$ cat config.mk
export PLATFORM = sky130hd
export DESIGN_NAME = recip_lut_div_arbiter_flat
export DESIGN_NICKNAME = d
export VERILOG_FILES = /design/src/rtl/recip_lut_div_arbiter_if.sv /design/src/rtl/recip_lut_div_arbiter.sv /design/src/flat_wrapper.sv
export SDC_FILE = /design/constraint.sdc
export NUM_CORES = 1
export LEC_CHECK = 0
export ABC_AREA = 1
export CAP_MARGIN = 25
export CORE_AREA = 2 2 116 146
export CTS_CLUSTER_SIZE = 25
export DETAILED_ROUTE_END_ITERATION = 10
export DIE_AREA = 0 0 118 148
export PLACE_DENSITY_LB_ADDON = 0.08
export REMOVE_ABC_BUFFERS = 1
export SKIP_LAST_GASP = 1
export SLEW_MARGIN = 20
export SYNTH_ARGS = -nofsm -noshare
export SYNTH_HDL_FRONTEND = slang
export SYNTH_SLANG_ARGS = --single-unit
$ cat constraint.sdc
create_clock -name clk -period 13.3 [get_ports clk]
set_input_delay 1.995 -clock clk [delete_from_list [all_inputs] [get_ports clk]]
set_output_delay 1.995 -clock clk [all_outputs]
set_load 0.05 [all_outputs]
$ cat src/rtl/recip_lut_div_arbiter_if.sv
// Request/result bundle for the shared reciprocal-divide block.
// Requesters present packed per-lane operands. The block returns one tagged
// quotient stream with valid/ready flow control.
interface recip_lut_div_arbiter_if #(
  parameter int N_REQ = 4,
  parameter int DIV_W = 16,
  parameter int ID_W  = $clog2(N_REQ)
);
  logic [N_REQ-1:0]       req_valid;
  logic [N_REQ-1:0]       req_ready;
  logic [N_REQ*DIV_W-1:0] req_dividend;
  logic [N_REQ*8-1:0]     req_divisor_m1;
  logic                   out_valid;
  logic                   out_ready;
  logic [DIV_W-1:0]       out_quotient;
  logic [ID_W-1:0]        out_id;

  // Requester side plus the downstream consumer.
  modport master (
    output req_valid, req_dividend, req_divisor_m1, out_ready,
    input  req_ready, out_valid, out_quotient, out_id
  );

  // Divider block side.
  modport slave (
    input  req_valid, req_dividend, req_divisor_m1, out_ready,
    output req_ready, out_valid, out_quotient, out_id
  );
endinterface

$ cat src/rtl/recip_lut_div_arbiter.sv
// Round-robin scheduler in front of one shared 8-bit reciprocal table.
// Each accepted request goes through three stages:
//   S1 holds the captured operands.
//   S2 holds the table lookup.
//   S3 holds the multiply, shift and bypass result.
// Every stage advances together when the output register is free or is being
// drained. Bubbles keep their slot while the pipeline is stalled.
module recip_lut_div_arbiter #(
  parameter int N_REQ = 4,
  parameter int DIV_W = 16,
  parameter int ID_W  = $clog2(N_REQ)
) (
  input  logic                 clk,
  input  logic                 rst_n,
  recip_lut_div_arbiter_if.slave bus
);

  // One extra bit so that ptr + offset can be wrapped without overflow.
  localparam int IDX_W = ID_W + 1;
  localparam logic [IDX_W-1:0] N_REQ_W = IDX_W'(N_REQ);
  localparam logic [ID_W-1:0]  LAST_ID = ID_W'(N_REQ - 1);

  // ---------------------------------------------------------------------
  // Control state
  // ---------------------------------------------------------------------
  logic [ID_W-1:0]  ptr_reg;
  logic [ID_W-1:0]  ptr_next;
  logic             s1_valid_reg;
  logic             s2_valid_reg;
  logic             s3_valid_reg;

  // ---------------------------------------------------------------------
  // Datapath registers (no reset: qualified by the valid bits)
  // ---------------------------------------------------------------------
  logic [DIV_W-1:0] s1_dividend_reg;
  logic [7:0]       s1_k_reg;
  logic [ID_W-1:0]  s1_id_reg;

  logic [7:0]       s2_recip_reg;
  logic [DIV_W-1:0] s2_dividend_reg;
  logic             s2_bypass_reg;
  logic [ID_W-1:0]  s2_id_reg;

  logic [DIV_W-1:0] s3_quot_reg;
  logic [ID_W-1:0]  s3_id_reg;

  // ---------------------------------------------------------------------
  // Arbitration signals
  // ---------------------------------------------------------------------
  logic [DIV_W-1:0] dividend_arr   [N_REQ];
  logic [7:0]       divisor_m1_arr [N_REQ];
  logic [ID_W-1:0]  cand_id        [N_REQ];
  logic [N_REQ-1:0] cand_valid;
  logic             grant_found;
  logic [ID_W-1:0]  grant_id;
  logic             adv;
  logic             accept;

  // ---------------------------------------------------------------------
  // Reciprocal table: r(k) = floor(256/(k+1)), with r(0) = 255.
  // Entry 0 is never used arithmetically because k == 0 bypasses the
  // multiply. The saturated value only keeps the entry within 8 bits.
  // ---------------------------------------------------------------------
  logic [7:0]       recip_rom [256];

  logic [DIV_W+7:0] product;
  logic [DIV_W-1:0] scaled;

  genvar gi;

  // Unpack the flat per-requester operand buses into indexable arrays.
  generate
    for (gi = 0; gi < N_REQ; gi++) begin : g_unpack
      assign dividend_arr[gi]   = bus.req_dividend[gi*DIV_W +: DIV_W];
      assign divisor_m1_arr[gi] = bus.req_divisor_m1[gi*8 +: 8];
    end
  endgenerate

  // Candidate gi is requester (ptr + gi) mod N_REQ. The search order
  // therefore starts at ptr. N_REQ need not be a power of two, so the wrap
  // is an explicit subtract.
  generate
    for (gi = 0; gi < N_REQ; gi++) begin : g_cand
      logic [IDX_W-1:0] raw_idx;
      assign raw_idx        = {1'b0, ptr_reg} + IDX_W'(gi);
      assign cand_id[gi]    = (raw_idx >= N_REQ_W) ? ID_W'(raw_idx - N_REQ_W)
                                                   : ID_W'(raw_idx);
      assign cand_valid[gi] = bus.req_valid[cand_id[gi]];
    end
  endgenerate

  // Constant table contents. This maps to a ROM / LUT block with a
  // registered read in S2.
  generate
    for (gi = 0; gi < 256; gi++) begin : g_rom
      if (gi == 0) begin : g_zero
        assign recip_rom[gi] = 8'd255;
      end else begin : g_div
        assign recip_rom[gi] = 8'(256 / (gi + 1));
      end
    end
  endgenerate

  // The first valid candidate in rotated order wins the grant.
  always_comb begin
    grant_found = 1'b0;
    grant_id    = '0;
    for (int j = 0; j < N_REQ; j++) begin
      if (!grant_found && cand_valid[j]) begin
        grant_found = 1'b1;
        grant_id    = cand_id[j];
      end
    end
  end

  // The pipeline moves only when the output slot is free or is being taken.
  // Reset gates the accept so that no request is consumed while rst_n is low.
  assign adv      = !s3_valid_reg || bus.out_ready;
  assign accept   = rst_n && adv && grant_found;
  assign ptr_next = (grant_id == LAST_ID) ? '0 : grant_id + ID_W'(1);

  // One-hot ready: only the granted lane, and only when its request can be taken.
  generate
    for (gi = 0; gi < N_REQ; gi++) begin : g_ready
      assign bus.req_ready[gi] = accept && (grant_id == ID_W'(gi));
    end
  endgenerate

  // Full-width product. Taking the upper DIV_W bits of it is the >> 8.
  assign product = {8'd0, s2_dividend_reg} * {{DIV_W{1'b0}}, s2_recip_reg};
  assign scaled  = DIV_W'(product >> 8);

  // Valid bits and the round-robin pointer. They are cleared by reset and
  // frozen during a stall.
  always_ff @(posedge clk) begin
    if (!rst_n) begin
      s1_valid_reg <= 1'b0;
      s2_valid_reg <= 1'b0;
      s3_valid_reg <= 1'b0;
      ptr_reg      <= '0;
    end else if (adv) begin
      s1_valid_reg <= accept;
      s2_valid_reg <= s1_valid_reg;
      s3_valid_reg <= s2_valid_reg;
      if (accept) begin
        ptr_reg <= ptr_next;
      end
    end
  end

  // Datapath for the three stages. Bubble slots carry stale data, and their
  // cleared valid bits mask it.
  always_ff @(posedge clk) begin
    if (adv) begin
      // S1: capture the granted requester's operands.
      s1_dividend_reg <= dividend_arr[grant_id];
      s1_k_reg        <= divisor_m1_arr[grant_id];
      s1_id_reg       <= grant_id;
      // S2: registered table read, plus the divide-by-one bypass flag.
      s2_recip_reg    <= recip_rom[s1_k_reg];
      s2_dividend_reg <= s1_dividend_reg;
      s2_bypass_reg   <= (s1_k_reg == 8'd0);
      s2_id_reg       <= s1_id_reg;
      // S3: scaled product, or the exact dividend when the divisor is 1.
      s3_quot_reg     <= s2_bypass_reg ? s2_dividend_reg : scaled;
      s3_id_reg       <= s2_id_reg;
    end
  end

  assign bus.out_valid    = s3_valid_reg;
  assign bus.out_quotient = s3_quot_reg;
  assign bus.out_id       = s3_id_reg;

endmodule

$ cat src/flat_wrapper.sv
// flat-port wrapper written by rule: the top's interface ports become plain ports
module recip_lut_div_arbiter_flat 
#(
  parameter int N_REQ = 4,
  parameter int DIV_W = 16,
  parameter int ID_W  = $clog2(N_REQ)
)
  (clk, rst_n, bus_req_valid, bus_req_dividend, bus_req_divisor_m1, bus_out_ready, bus_req_ready, bus_out_valid, bus_out_quotient, bus_out_id);
  recip_lut_div_arbiter_if #(.N_REQ(N_REQ), .DIV_W(DIV_W), .ID_W(ID_W)) bus_i ();
  input  logic clk;
  input  logic rst_n;
  input wire logic [$bits(bus_i.req_valid)-1:0] bus_req_valid;
  input wire logic [$bits(bus_i.req_dividend)-1:0] bus_req_dividend;
  input wire logic [$bits(bus_i.req_divisor_m1)-1:0] bus_req_divisor_m1;
  input wire logic [$bits(bus_i.out_ready)-1:0] bus_out_ready;
  output wire logic [$bits(bus_i.req_ready)-1:0] bus_req_ready;
  output wire logic [$bits(bus_i.out_valid)-1:0] bus_out_valid;
  output wire logic [$bits(bus_i.out_quotient)-1:0] bus_out_quotient;
  output wire logic [$bits(bus_i.out_id)-1:0] bus_out_id;
  assign bus_i.req_valid = bus_req_valid;
  assign bus_i.req_dividend = bus_req_dividend;
  assign bus_i.req_divisor_m1 = bus_req_divisor_m1;
  assign bus_i.out_ready = bus_out_ready;
  assign bus_req_ready = bus_i.req_ready;
  assign bus_out_valid = bus_i.out_valid;
  assign bus_out_quotient = bus_i.out_quotient;
  assign bus_out_id = bus_i.out_id;
  recip_lut_div_arbiter #(.N_REQ(N_REQ), .DIV_W(DIV_W), .ID_W(ID_W)) u_core (.clk(clk), .rst_n(rst_n), .bus(bus_i));
endmodule
# Word level (Yosys, flattened, before mapping)
# Memories as Yosys holds them, arrays and structs flattened. A register that Yosys moved wholly into a read port is not among the register bits.
# Cells that the tools add are included.
dict set report classes {
  bitwise_logic 2
  n_addsub 8
  eq_ne 3
  muxes 28
  reduce_logical 17
  n_mul 1
  order_cmp 9
}
# operator count
set op_table {}
lappend op_table {{16-bit two-way mux} 3}
lappend op_table {{16-bit binary-select mux with 2-bit select} 1}
lappend op_table {{16-bit by 8-bit multiplier with 24-bit output} 1}
lappend op_table {{2-bit two-way mux} 9}
lappend op_table {{8-bit binary-select mux with 2-bit select} 1}
lappend op_table {{8-bit two-way mux} 2}
lappend op_table {{3-bit greater-or-equal comparator (second input constant)} 4}
lappend op_table {{2-bit by 3-bit < comparator with 1-bit output (second input constant)} 4}
lappend op_table {{1-bit logical AND} 9}
lappend op_table {{8-bit NOT with 9-bit output} 1}
lappend op_table {{1-bit binary-select mux with 2-bit select} 4}
lappend op_table {{8-bit logical NOT} 1}
lappend op_table {{1-bit two-way mux} 8}
lappend op_table {{2-bit by 1-bit subtractor with 2-bit output (second input constant)} 4}
lappend op_table {{2-bit by 2-bit adder with 3-bit output (second input constant)} 2}
lappend op_table {{2-bit equality test (second input constant)} 2}
lappend op_table {{1-bit logical NOT} 4}
lappend op_table {{2-bit by 1-bit adder with 3-bit output (second input constant)} 1}
lappend op_table {{2-bit by 3-bit greater-or-equal comparator with 1-bit output (second input constant)} 1}
lappend op_table {{2-bit NOT with 3-bit output} 1}
lappend op_table {{2-bit by 1-bit adder with 2-bit output (second input constant)} 1}
lappend op_table {{2-bit by 1-bit equality test with 1-bit output (second input constant)} 1}
lappend op_table {{2-bit logical NOT} 1}
lappend op_table {{2-bit AND reduction} 1}
lappend op_table {{1-bit logical OR} 1}
dict set report word_totals {
  out_inout_bits 23
  romBits 2048
  in_bits 103
  ff_bits 68
  memories 1
}
# name depth width rd rd_ports_with_merged_regs wr line_no
set memory_table {}
lappend memory_table {{(no name shown)} 256 8 1 1 0 recip_lut_div_arbiter.sv:160} ;# s2_recip_reg <= recip_rom[s1_k_reg];

# Depth between registers and ports, before layout
dict set report logic_depth {
  depth_word 18
  mapped_depth 24
  ltp_nobuf 22
}

# Worst setup path before layout
# No wires, ideal clock.
dict set report synth_timing {
  path_kind {input -> output}
  startpoint {input port bus_out_ready}
  endpoint {output port bus_req_ready[0]}
  arrival_time_ns 4.551
  path_buffers 0
  required_ns 11.305
  cell_stages 4
  slack_ns 6.754
  path_cell_list {nor2_1 inv_1 nand3_2 nor2_1}
}
dict set report synth_via {
  elab_chain_cells 4
}
# item line_no
set synth_lines {}
lappend synth_lines {{start: declaration} flat_wrapper.sv:15} ;# input wire logic [$bits(bus_i.out_ready)-1:0] bus_out_ready;
lappend synth_lines {{1-bit logical OR} recip_lut_div_arbiter.sv:118} ;# assign adv = !s3_valid_reg || bus.out_ready;
lappend synth_lines {{1-bit logical AND (2 in series)} recip_lut_div_arbiter.sv:119} ;# assign accept = rst_n && adv && grant_found;
lappend synth_lines {{1-bit logical AND} recip_lut_div_arbiter.sv:125} ;# assign bus.req_ready[gi] = accept && (grant_id == ID_W'(gi));
lappend synth_lines {{end: declaration} flat_wrapper.sv:16} ;# output wire logic [$bits(bus_i.req_ready)-1:0] bus_req_ready;
# Every way passes these cells.

# Final worst setup path
dict set report layout_timing {
  startpoint {input port bus_req_valid[0]}
  endpoint {output port bus_req_ready[3]}
}
dict set report layout_via {
  elab_chain_cells 14
}
# item line_no
set layout_lines {}
lappend layout_lines {{start: declaration} flat_wrapper.sv:12} ;# input wire logic [$bits(bus_i.req_valid)-1:0] bus_req_valid;
lappend layout_lines {{1-bit binary-select mux with 2-bit select} recip_lut_div_arbiter.sv:88} ;# assign cand_valid[gi] = bus.req_valid[cand_id[gi]];
lappend layout_lines {{1-bit two-way mux (not written as such)} recip_lut_div_arbiter.sv:88}
lappend layout_lines {{1-bit two-way mux} recip_lut_div_arbiter.sv:109} ;# if (!grant_found && cand_valid[j]) begin
lappend layout_lines {{1-bit logical NOT} recip_lut_div_arbiter.sv:109}
lappend layout_lines {{1-bit logical AND} recip_lut_div_arbiter.sv:109}
lappend layout_lines {{1-bit two-way mux} recip_lut_div_arbiter.sv:109}
lappend layout_lines {{1-bit logical NOT} recip_lut_div_arbiter.sv:109}
lappend layout_lines {{1-bit logical AND} recip_lut_div_arbiter.sv:109}
lappend layout_lines {{1-bit two-way mux} recip_lut_div_arbiter.sv:109}
lappend layout_lines {{1-bit logical NOT} recip_lut_div_arbiter.sv:109}
lappend layout_lines {{1-bit logical AND} recip_lut_div_arbiter.sv:109}
lappend layout_lines {{2-bit two-way mux or 1-bit two-way mux (tied branches)} recip_lut_div_arbiter.sv:109}
lappend layout_lines {{2-bit equality test or 1-bit logical AND (tied branches)} {recip_lut_div_arbiter.sv:125, recip_lut_div_arbiter.sv:119}}
lappend layout_lines {{1-bit logical AND *} recip_lut_div_arbiter.sv:125}
# Mark *: on every way between the ends. The rest lies on a longest branch, timed or not. The select of a mux whose other input is x is not followed.

==> run_summary.xml <==
<?xml version="1.0" encoding="UTF-8"?>
<metrics>
  <group name="floorplanning">
    <metric name="core-area" unit="sq mm">0.0161</metric>
    <metric name="initial_core_util" unit="%">54.7</metric>
    <metric name="die_width" unit="um">118</metric>
    <metric name="boundaryPins" unit="">126</metric>
    <metric name="std_cell_rows" unit="">52</metric>
    <metric name="floorplan.die_area" unit="sq mm">0.0175</metric>
    <metric name="chip_height" unit="um">148</metric>
  </group>
  <group name="route">
    <metric name="initialDrtViolationCount" unit="">404</metric>
    <metric name="detail_route.vias_per_cell" unit="">5.00</metric>
    <metric name="drt_pass_1_iters" unit="">5</metric>
    <metric name="routed-via-count" unit="">7612</metric>
    <metric name="wl_per_cell" unit="um">13.8</metric>
    <metric name="wirelength" unit="mm">21.0</metric>
    <metric name="remaining_drc_errors" unit="">0</metric>
    <metric name="antenna_violating_nets_post_route" unit="">0</metric>
  </group>
  <group name="global_route">
    <metric name="number_of_global_route_vias_before_repair" unit="">7708</metric>
    <metric name="grt_start_max_net_pins" unit="">74</metric>
    <metric name="globalRoute.totalOverflow" unit="">0</metric>
    <metric name="grt_first_pass_wirelength" unit="mm">35.4</metric>
    <metric name="antenna_found_initial" unit="">0</metric>
    <metric name="global_route.usage.total" unit="%">25.3</metric>
  </group>
  <group name="hold_path">
    <metric name="hold_depth" unit="">0</metric>
    <metric name="worstHoldPathType" unit="">flop to flop</metric>
  </group>
  <group name="placement">
    <metric name="dp_slack" unit="ps">6030</metric>
    <metric name="estimated_wirelength_of_the_detail_placed_design" unit="mm">16.7</metric>
    <metric name="post-place-cells" unit="">1507</metric>
    <metric name="port_buffers" unit="">125</metric>
    <metric name="globalplace.congestion" unit="">0.988</metric>
  </group>
  <group name="sta">
    <metric name="post-route-min-period" unit="ps">7270</metric>
    <metric name="final_hold_viol_count" unit="">0</metric>
    <metric name="slew_violations" unit="">0</metric>
    <metric name="final-setup-viol-count" unit="">0</metric>
    <metric name="fin_crit_sh" unit="%">54.7</metric>
    <metric name="achievable-frequency" unit="GHz">0.137</metric>
    <metric name="max_slew_margin" unit="%">40.2</metric>
    <metric name="setup_slack" unit="ps">6030</metric>
    <metric name="hold_slack" unit="ps">418</metric>
    <metric name="totalNegativeSetupSlack" unit="ps">0</metric>
    <metric name="timing_worst_slew_pin_value" unit="ps">897</metric>
    <metric name="grt_setup_unrepaired" unit="">no</metric>
    <metric name="fin_skew" unit="ps">9.20</metric>
  </group>
  <group name="clocking">
    <metric name="cts_inserted_buffers" unit="">9</metric>
    <metric name="cts_max_path_buffers" unit="">2</metric>
    <metric name="cts_setup_buffers" unit="">0</metric>
    <metric name="clock_sink_count" unit="">76</metric>
    <metric name="cts_root_buf" unit="">sky130_fd_sc_hd__clkbuf_16</metric>
    <metric name="latest_clock_arrival_within_the_worst_skew_pair" unit="ps">350</metric>
    <metric name="cts_tree" unit="">done</metric>
    <metric name="cts-resized-gates" unit="">0</metric>
    <metric name="post_cts_hold_buffer_count" unit="">0</metric>
    <metric name="htree_num_levels" unit="">3</metric>
    <metric name="cts.clk_slew.worst_paths" unit="ps">60</metric>
  </group>
  <group name="worst_setup_path">
    <metric name="cp_max_fo" unit="">27</metric>
    <metric name="start_kind" unit="">primary input</metric>
    <metric name="critical_path_type" unit="">primary input to output pin</metric>
    <metric name="cp_data_required_time" unit="ps">11310</metric>
    <metric name="critPathArrivalTime" unit="ps">5280</metric>
    <metric name="r2r.worst_path.cells" unit="">15</metric>
    <metric name="endpoint_kind" unit="">output pin</metric>
  </group>
  <group name="final_layout">
    <metric name="mostFrequentLayoutCells" unit="">sky130_fd_sc_hd__nand2_1 (340), sky130_fd_sc_hd__inv_1 (338), sky130_fd_sc_hd__clkdlybuf4s50_1 (125)</metric>
    <metric name="n_antenna_cell" unit="">0</metric>
    <metric name="share_of_post_route_cells_with_drive_strength_above_1" unit="%">2.68</metric>
    <metric name="layout_commonest_cell" unit="">sky130_fd_sc_hd__nand2_1</metric>
    <metric name="num-nets-final" unit="">1537</metric>
    <metric name="post_layout_nonfiller_instances" unit="">1523</metric>
    <metric name="synthToLayoutAreaGrowth" unit="%">17.9</metric>
  </group>
  <group name="yosys">
    <metric name="post_synth_inst_count" unit="">1217</metric>
    <metric name="seq_area_frac_synth" unit="%">25.4</metric>
    <metric name="post_synth.cell_area_avg" unit="sq um">7.22</metric>
    <metric name="ys_seq_elements" unit="">76</metric>
    <metric name="synth_cell_types" unit="">37</metric>
    <metric name="yosys_warnings" unit="">0</metric>
    <metric name="synthesis.area" unit="sq mm">0.00879</metric>
  </group>
  <group name="job">
    <metric name="max_cap_viol_count" unit="">0</metric>
  </group>
  <group name="outcome">
    <metric name="outcome" unit="">completed</metric>
  </group>
</metrics>
worst max-delay path, cell delays in order:
cell and delay, ps:
sky130_fd_sc_hd__clkdlybuf4s50_1 450, sky130_fd_sc_hd__nand2_1 80, sky130_fd_sc_hd__o21ai_0 140, sky130_fd_sc_hd__nand2_1 160, sky130_fd_sc_hd__nand2_2 110, sky130_fd_sc_hd__nor2_4 150, sky130_fd_sc_hd__nand3_1 90, sky130_fd_sc_hd__nand3_1 120
sky130_fd_sc_hd__nand2_2 320, sky130_fd_sc_hd__inv_2 490, sky130_fd_sc_hd__ha_1 230, sky130_fd_sc_hd__inv_1 50, sky130_fd_sc_hd__nor2_1 90, sky130_fd_sc_hd__clkdlybuf4s50_1 810
final timing paths:
path                                   from                    endpoint  slack, ps
setup / recovery           bus_req_valid[0]            bus_req_ready[3]       6030
hold reg to reg   u_core.s1_dividend_reg[5]   u_core.s2_dividend_reg[5]        420
hold / removal    u_core.s1_dividend_reg[5]   u_core.s2_dividend_reg[5]        420
setup reg to reg     u_core.s2_recip_reg[7]  u_core.bus.out_quotient[4]       8400
logic make-up after synthesis:
kind of cell / synth area share (%)
xor gates and xnor gates: 0.498
AOI/OAI and AO/OA: 4.95
DFF: 25.4
buffers and inverters: 17.3
and+or+nand+nor: 26.0
adders and majority gates: 25.9
cells in the mapped netlist, drive strengths merged:
| library cell | count | share of area, % |
|---|---|---|
| fa | 83 | 19 |
| o211ai | 4 | 0.34 |
| o21ai | 22 | 1.3 |
| o31ai | 2 | 0.17 |
| dfxtp | 5 | 1.1 |
| buf | 17 | 1.3 |
| and2 | 1 | 0.071 |
| o2111ai | 1 | 0.10 |
| a21boi | 3 | 0.26 |
| clkbuf | 36 | 1.5 |
| nor3 | 9 | 0.51 |
| o21bai | 4 | 0.34 |
| nand4 | 32 | 2.3 |
| xnor2 | 4 | 0.40 |
| xor2 | 1 | 0.10 |
| nand3 | 88 | 5.1 |
| or2 | 6 | 0.43 |
| a21o | 1 | 0.085 |
| a21oi | 34 | 1.9 |
| nand3b | 2 | 0.31 |
| nand2 | 345 | 15 |
| nor4 | 2 | 0.14 |
| nor2 | 50 | 2.2 |
| inv | 340 | 15 |
| o21a | 5 | 0.43 |
| ha | 49 | 7.0 |
| edfxtp | 71 | 24 |
routing by layer:
metal | track usage (%) | wire, um | vias up | part of all wire, %
met1 | 28.4 | 8230 | 3516 | 39
met2 | 47.3 | 10900 | 236 | 52
met4 | 9.46 | 617 | 0 | 2.9
li1 | - | - | 3814 | -
met5 | 0 | 0 | - | 0
met3 | 5.05 | 1310 | 46 | 6.3
cell type report:
class | count | area, sq um
flip-flops and latches | 76 | 2230
repair buffers | 127 | 1270
inverters | 340 | 1280
well taps | 216 | 270
fillers | 1459 | 5710
multi-input cells | 748 | 5040
clock inverters | 5 | 38.8
clock buffers | 11 | 243
stage by stage:
| step | instance area (sq um) | util, % |
|---|---|---|
| final | 10400 | 64.5 |
| after global routing | 10400 | 64.5 |
| after CTS | 10400 | 64.5 |
| after detailed placement | 10100 | 62.7 |
| after global placement | 10100 | 62.7 |
| after floorplan | 8540 | - |
Power is left out: the tool's default activity adds up to more than one toggle a clock period on the data nets, which glitch-free logic cannot reach.
